File: src/rtl/mult_pkg.sv
// Shared constants and types for the 8-bit signed add-shift multiplier datapath.
package mult_pkg;

  localparam int WIDTH = 8;

  // Operand plus one sign-extension bit, the width of the adder.
  typedef logic [WIDTH:0] ext_word_t;

  localparam logic [3:0] SHIFT_COUNT = 4'd8;

endpackage

File: src/rtl/add_sub9.sv
// Combinational 9-bit ripple adder/subtractor: s = a + (b ^ {9{sub}}) + sub.
module add_sub9
  import mult_pkg::*;
(
  input  ext_word_t a,
  input  ext_word_t b,
  input  logic      sub,
  output ext_word_t s
);

  ext_word_t b_x;
  ext_word_t carry;

  assign b_x      = b ^ {(WIDTH + 1){sub}};
  assign carry[0] = sub;

  for (genvar i = 0; i <= WIDTH; i++) begin : g_fa
    assign s[i] = a[i] ^ b_x[i] ^ carry[i];
    if (i < WIDTH) begin : g_carry
      assign carry[i+1] = (a[i] & b_x[i]) | (a[i] & carry[i]) | (b_x[i] & carry[i]);
    end
  end

endmodule

File: src/rtl/mult_datapath.sv
// X/A/B register datapath for the signed add-shift multiplier, driven by
// single-cycle strobes from the sequencing FSM and a user load strobe.
module mult_datapath
  import mult_pkg::*;
(
  input  logic             Clk,
  input  logic             Reset,
  input  logic [WIDTH-1:0] S,
  input  logic             ClearA_LoadB,
  input  logic             setA,
  input  logic             loadA,
  input  logic             subtract,
  input  logic             shift,
  output logic [WIDTH-1:0] Aval,
  output logic [WIDTH-1:0] Bval,
  output logic             Xval,
  output logic             Done
);

  logic             x_q, x_d;
  logic [WIDTH-1:0] a_q, a_d;
  logic [WIDTH-1:0] b_q, b_d;
  logic [3:0]       cnt_q, cnt_d;
  logic             done_q, done_d;
  ext_word_t        sum9;

  add_sub9 u_add_sub9 (
    .a   ({a_q[WIDTH-1], a_q}),
    .b   ({S[WIDTH-1], S}),
    .sub (subtract),
    .s   (sum9)
  );

  // Strobe priority: setA > loadA > shift > ClearA_LoadB; Reset is applied in the register.
  always_comb begin
    x_d    = x_q;
    a_d    = a_q;
    b_d    = b_q;
    cnt_d  = cnt_q;
    done_d = done_q;
    if (setA) begin
      x_d    = 1'b0;
      a_d    = '0;
      cnt_d  = '0;
      done_d = 1'b0;
    end else if (loadA) begin
      if (b_q[0]) begin
        {x_d, a_d} = sum9;
      end
    end else if (shift) begin
      a_d = {x_q, a_q[WIDTH-1:1]};
      b_d = {a_q[0], b_q[WIDTH-1:1]};
      if (cnt_q < SHIFT_COUNT) begin
        cnt_d = cnt_q + 4'd1;
      end
      if (cnt_q >= SHIFT_COUNT - 4'd1) begin
        done_d = 1'b1;
      end
    end else if (ClearA_LoadB) begin
      x_d    = 1'b0;
      a_d    = '0;
      b_d    = S;
      cnt_d  = '0;
      done_d = 1'b0;
    end
  end

  always_ff @(posedge Clk) begin
    if (Reset) begin
      x_q    <= 1'b0;
      a_q    <= '0;
      b_q    <= '0;
      cnt_q  <= '0;
      done_q <= 1'b0;
    end else begin
      x_q    <= x_d;
      a_q    <= a_d;
      b_q    <= b_d;
      cnt_q  <= cnt_d;
      done_q <= done_d;
    end
  end

  assign Aval = a_q;
  assign Bval = b_q;
  assign Xval = x_q;
  assign Done = done_q;

endmodule
File: config.mk
export PLATFORM = sky130hd
export DESIGN_NAME = mult_datapath
export DESIGN_NICKNAME = d
export VERILOG_FILES = /design/src/rtl/mult_pkg.sv /design/src/rtl/add_sub9.sv /design/src/rtl/mult_datapath.sv
export SDC_FILE = /design/constraint.sdc
export NUM_CORES = 1
export LEC_CHECK = 0
export ABC_AREA = 1
export BUFFER_PORTS_ARGS = -buffer_cell sky130_fd_sc_hd__buf_2
export CAP_MARGIN = 20
export CELL_PAD_IN_SITES_DETAIL_PLACEMENT = 0
export CELL_PAD_IN_SITES_GLOBAL_PLACEMENT = 2
export CORE_UTILIZATION = 25
export DETAILED_ROUTE_END_ITERATION = 8
export GPL_ROUTABILITY_DRIVEN = 0
export HOLD_SLACK_MARGIN = 0.06
export PLACE_DENSITY = 0.69
export SLEW_MARGIN = 15
export SYNTH_ARGS = -nofsm -noshare
export SYNTH_HDL_FRONTEND = slang
export SYNTH_HIERARCHICAL = 1
export SYNTH_SLANG_ARGS = --single-unit
File: constraint.sdc
create_clock -name Clk -period 5.37 [get_ports Clk]
set_clock_uncertainty 0.2 [all_clocks]
set_input_delay 0.8055 -clock Clk [delete_from_list [all_inputs] [get_ports Clk]]
set_output_delay 0.8055 -clock Clk [all_outputs]
set_load 0.005 [all_outputs]
Word level (Yosys, flattened, before mapping)
Index checks and enable logic that the tools add are counted.
{ "word_totals": {"reg_bits": 22, "in_bits": 15, "out_inout_bits": 18, "elab_cells": 97} }
{ "op_classes": {"n_addsub": 1, "order_cmp": 2, "n_eq_ne": 4, "muxes": 15, "bitwise_logic": 61, "n_reduce_logical": 9} }
{ "op_table": {"columns": ["operator", "count"], "rows": [
  ["two-way mux 8 bit", 6],
  ["bitwise AND 1 bit", 24],
  ["bitwise XOR 1 bit", 18],
  ["bitwise OR 1 bit", 16],
  ["two-way mux 4 bit", 3],
  ["AND reduction 3 bit", 4],
  ["bitwise XOR 9 bit", 1],
  ["two-way mux 1 bit", 6],
  ["inequality test 2 x 1 -> 1 bit, second input constant", 3],
  ["adder 4 x 1 -> 4 bit, second input constant", 1],
  ["greater-or-equal comparator 4 x 3 -> 1 bit, second input constant", 1],
  ["< comparator 4 bit, second input constant", 1],
  ["nonzero test 2 bit", 2],
  ["nonzero test 3 bit", 1],
  ["inequality test 2 bit, second input constant", 1],
  ["inverter 1 bit", 2],
  ["AND reduction 2 bit", 1],
  ["OR reduction 2 bit", 1]
]} }

Depth between registers and ports, before layout
{ "logic_depth": {"word_depth": 28, "depth_mapped": 19, "mapped_depth_nobuf": 18} }

Hierarchy
The synthesis kept the hierarchy.
{ "modules_own_cells": {"columns": ["module", "n_inst", "cells_each", "area_each_um2", "seq_area_each_um2"], "rows": [
  ["mult_datapath", 1, 184, 1198.6, 440.4],
  ["add_sub9", 1, 45, 354.1, 0.0]
]} }

Least setup slack after synthesis
Ideal clock, no wire load.
{ "synth_timing": {"path_type": "input to register", "from": "in subtract", "to": "reg x_q, in the netlist Xval", "setup_ns": 0.119, "arrival_time_ns": 4.202, "required_ns": 5.051, "setup_slack_ns": 0.848, "cell_stages": 19, "n_path_buf": 1, "path_cell_list": "buf_6 -> inv_4 -> o21ai_0 -> fa_1 -> inv_1 -> fa_1 -> fa_1 -> fa_1 -> fa_1 -> fa_1 -> fa_1 -> inv_1 -> nand2_1 -> nand2_1 -> nand2_2 -> inv_1 -> nor2_1 -> o21ai_0 -> a21oi_1"} }
{ "synth_via": {"elab_chain_cells": 28, "elab_cells_between_ends": 45, "classes_between": "mux (2); bitwise (43)"} }
{ "synth_rtl": {"columns": ["item", "line_no", "text"], "rows": [
  ["from (decl)", "mult_datapath.sv:12", "input logic subtract,"],
  ["bitwise XOR 9 bit", "add_sub9.sv:14", "assign b_x = b ^ {(WIDTH + 1){sub}};"],
  ["bitwise AND 1 bit", "add_sub9.sv:20", "assign carry[i+1] = (a[i] & b_x[i]) | (a[i] & carry[i]) | (b_x[i] & carry[i]);"],
  ["bitwise OR 1 bit (2 in a row)", "add_sub9.sv:20", null],
  ["bitwise AND 1 bit", "add_sub9.sv:20", null],
  ["bitwise OR 1 bit (2 in a row)", "add_sub9.sv:20", null],
  ["bitwise AND 1 bit", "add_sub9.sv:20", null],
  ["bitwise OR 1 bit (2 in a row)", "add_sub9.sv:20", null],
  ["bitwise AND 1 bit", "add_sub9.sv:20", null],
  ["[8 not listed]", null, null],
  ["bitwise AND 1 bit", "add_sub9.sv:20", null],
  ["bitwise OR 1 bit (2 in a row)", "add_sub9.sv:20", null],
  ["bitwise AND 1 bit", "add_sub9.sv:20", null],
  ["bitwise OR 1 bit (2 in a row)", "add_sub9.sv:20", null],
  ["bitwise XOR 1 bit *", "add_sub9.sv:18", "assign s[i] = a[i] ^ b_x[i] ^ carry[i];"],
  ["named net sum9[8]", "mult_datapath.sv:25", "ext_word_t sum9;"],
  ["two-way mux 1 bit *", "mult_datapath.sv:47", "if (b_q[0]) begin"],
  ["two-way mux 1 bit *", "mult_datapath.sv:46", "end else if (loadA) begin"],
  ["to (signal assigned)", "mult_datapath.sv:70", "x_q <= 1'b0;"],
  ["to (signal assigned)", "mult_datapath.sv:76", "x_q <= x_d;"],
  ["to (decl)", "mult_datapath.sv:20", "logic x_q, x_d;"]
]} }
Mark *: on every way through the listed nets, which the timed path passes. The rest lies on a longest branch. The select of a mux whose other input is x is not followed.
A chain may end at the register's enable or synchronous reset.

Worst setup path in the final report
Same ends and word-level chain as after synthesis.

==> impl_metrics.csv <==
group,metric,value,unit
cells_and_area,final_common_cell,"nand2_1",
clocking,cts_root_buf,"clkbuf_8",
clocking,cts.path.max_buffers,2,
grt,first_global_vias,1357,
power,switching_power,0.131,mW
sta,whs,0.291,ns
power,p_leak,0.895,nW
run_status,status,"complete, no violations",
synth,yosys-top-cells-area,"dfxtp_1 (28%), nand2_1 (17%), fa_1 (9.0%)",
place,dpl-instance-area,0.00174,mm²
cells_and_area,layout_common_cells,"nand2_1 (70), nor2_1 (35), buf_2 (32)",
power,powerDensity,227,mW/mm²
critical_path,r2r_slack,1.34,ns
grt,grt_pass1_wl,6.71,mm
route,wl_per_cell,12.1,µm
floorplan,core-area,0.00596,mm²
synth,yosysSeqAreaShare,0.284,
clocking,clock_sinks,22,
power,switching_share,0.322,
sta,slew_viol_final,0,
synth,yosysTopAreaCell,"dfxtp_1",
clocking,tritoncts,"built",
synth,synth_seq_cells,22,
critical_path,worstSetupStartpointType,"input pin",
cells_and_area,drive_above_1_share,0.195,
route,via_per_inst,4.39,
sta,setup-tns-final,0,ns
clocking,post_cts_buffers,0,
worst_hold_path,min_to,"Done",
critical_path,rr_worst_depth,18,
floorplan,fp-row-count,28,
cells_and_area,layout.nets,281,
sta,finalCritPeriodShare,0.833,
route,finalWirelength,4.03,mm
sta,timing.fmax,223,MHz
clocking,cts-buffers-inserted,3,
power,finalPower,0.407,mW
critical_path,critPathCaptureType,"register",
route,drtIter0Drc,64,
route,first_pass_iters,6,
critical_path,required,5.33,ns
clocking,cts_hold_buf,0,
place,pre_cts_ws,0.559,ns
place,place_inst,328,
flow_run,drv_cap,0,
route,vias,1457,
critical_path,r2r_end,"Xval",
floorplan,die_x,80.8,µm
worst_hold_path,hold_path.class,"register to register",
sta,min_period,4.47,ns
power,p_int,0.276,mW
synth,syn_area,0.00155,mm²
power,p_seq_frac,0.436,
place,dp_hpwl,3.07,mm
worst_hold_path,hold_depth,2,
grt,antenna_found_initial,0,
synth,synth_cell_types,22,
sta,relSlewSlack,0.347,
synth,synth_top_area_frac,0.284,
worst_hold_path,holdCritStartpoint,"Done",
sta,setup_viol,0,
grt,overflow,0,
critical_path,path_max_fanout,9,
cells_and_area,instances_no_fill,332,
cells_and_area,num_antenna_cells,0,
sta,fin_ws,0.895,ns
clocking,h-tree-depth,1,
floorplan,fp.dieH,80.8,µm
power,ir_worst_vdd,94.9,µV
floorplan,start_util,0.261,
clocking,clkSlewWorstSetupHoldPaths,0.09,ns
power,comb_power_share,0.248,
sta,worst_pin_slew,0.976,ns
sta,finalHoldViolCount,0,
route,postRouteAntennaNets,0,
critical_path,worst-endpoint-arrival,4.43,ns
route,drc,0,
synth,synth.yosys.warnings,6,
clocking,clock_latency,0.27,ns
critical_path,crit_type,"input pin to register",
grt,grt_max_degree,23,
sta,rsz0062_at_grt,"no",
synth,syn_nets,252,
floorplan,die_area,0.00653,mm²
floorplan,io_pins,33,
cells_and_area,areaGrowthSynthToFinish,15.3,%
place,place.port_buffers,32,
synth,synthCells,229,
critical_path,r2r_start,"Aval[0]",
cells_and_area,final_area,0.00179,mm²
synth,postSynthAreaPerCell,6.78,µm²
grt,grtUsageTotal,0.134,
power,p_clk_frac,0.316,
clocking,cts_resized,0,
cells_and_area,postLayoutCoreUtil,0.301,
## how the worst max path moves through the flow
stage | slack [ns] | startpoint | end | cells after the start
after global placement | 0.61 | subtract | Xval | 19
after CTS | 0.86 | subtract | Xval | 19
final | 0.90 | subtract | Xval | 19
after floorplan | 0.85 | subtract | Xval | 19
after global routing | 0.58 | subtract | Xval | 19
after detailed placement | 0.56 | subtract | Xval | 19
## registers in the layout (all words and copies together), names as in the netlist
name,count
Aval,8
Bval,8
cnt_q,4
Done,1
Xval,1
## logic make-up (layout without fill, tap and decap cells)
family	count (synthesis)	in the layout	share of synthesized area
simple gates	133	133	0.386
xor+xnor	8	8	0.0451
flops	22	22	0.284
fa+ha+maj	8	8	0.0983
compound gates	23	23	0.0741
buf+inv	35	63	0.113
## synth_stat cells
cell      instances
nand2_2           3
nor2_4            2
dfxtp_1          22
inv_1            24
o21ai_0           2
nand3_1           8
buf_6             5
nand4_1           1
fa_1              7
nor2_2            2
nand2_1          70
buf_2             3
o21ai_1          10
inv_2             2
inv_4             1
xor2_1            2
nand2_4           4
xnor2_1           6
nand3b_1          8
nor2_1           35
ha_1              1
a21oi_1          11
## layer usage
layer,up-vias,track usage,share of wire
met5,-,0,0
met4,0,0.0482,0.017
met3,7,0.0157,0.027
met2,19,0.208,0.46
met1,678,0.188,0.50
li1,753,-,-
## cell type report
| class | instances | area [µm²] |
|---|---|---|
| Timing Repair Buffer | 32 | 160 |
| Tap cell | 75 | 93.8 |
| Multi-Input combinational cell | 172 | 937 |
| Fill cell | 700 | 4170 |
| Inverter | 27 | 104 |
| Clock buffer | 4 | 55.1 |
| Sequential cell | 22 | 440 |
## worst max-delay path, cell delays in order
cell and delay [ns]:
buf_2 0.25, inv_4 0.06, o21ai_0 0.22, fa_1 0.21
inv_1 0.05, fa_1 0.40, fa_1 0.38, fa_1 0.38
fa_1 0.39, fa_1 0.39, fa_1 0.39, inv_1 0.06
nand2_1 0.04, nand2_1 0.09, nand2_2 0.05, inv_1 0.04
nor2_1 0.03, o21ai_0 0.15, a21oi_1 0.06
## power by group through the flow
stage               clock network [mW]  logic, mW  registers, mW
floorplan                            0     0.0761          0.181
global placement                     0      0.104          0.182
detailed placement                   0      0.103          0.182
CTS                              0.133      0.103          0.178
global route                     0.137      0.118          0.179
finish                           0.129      0.101          0.178
No activity file was read; power rests on OpenSTA's default activity.
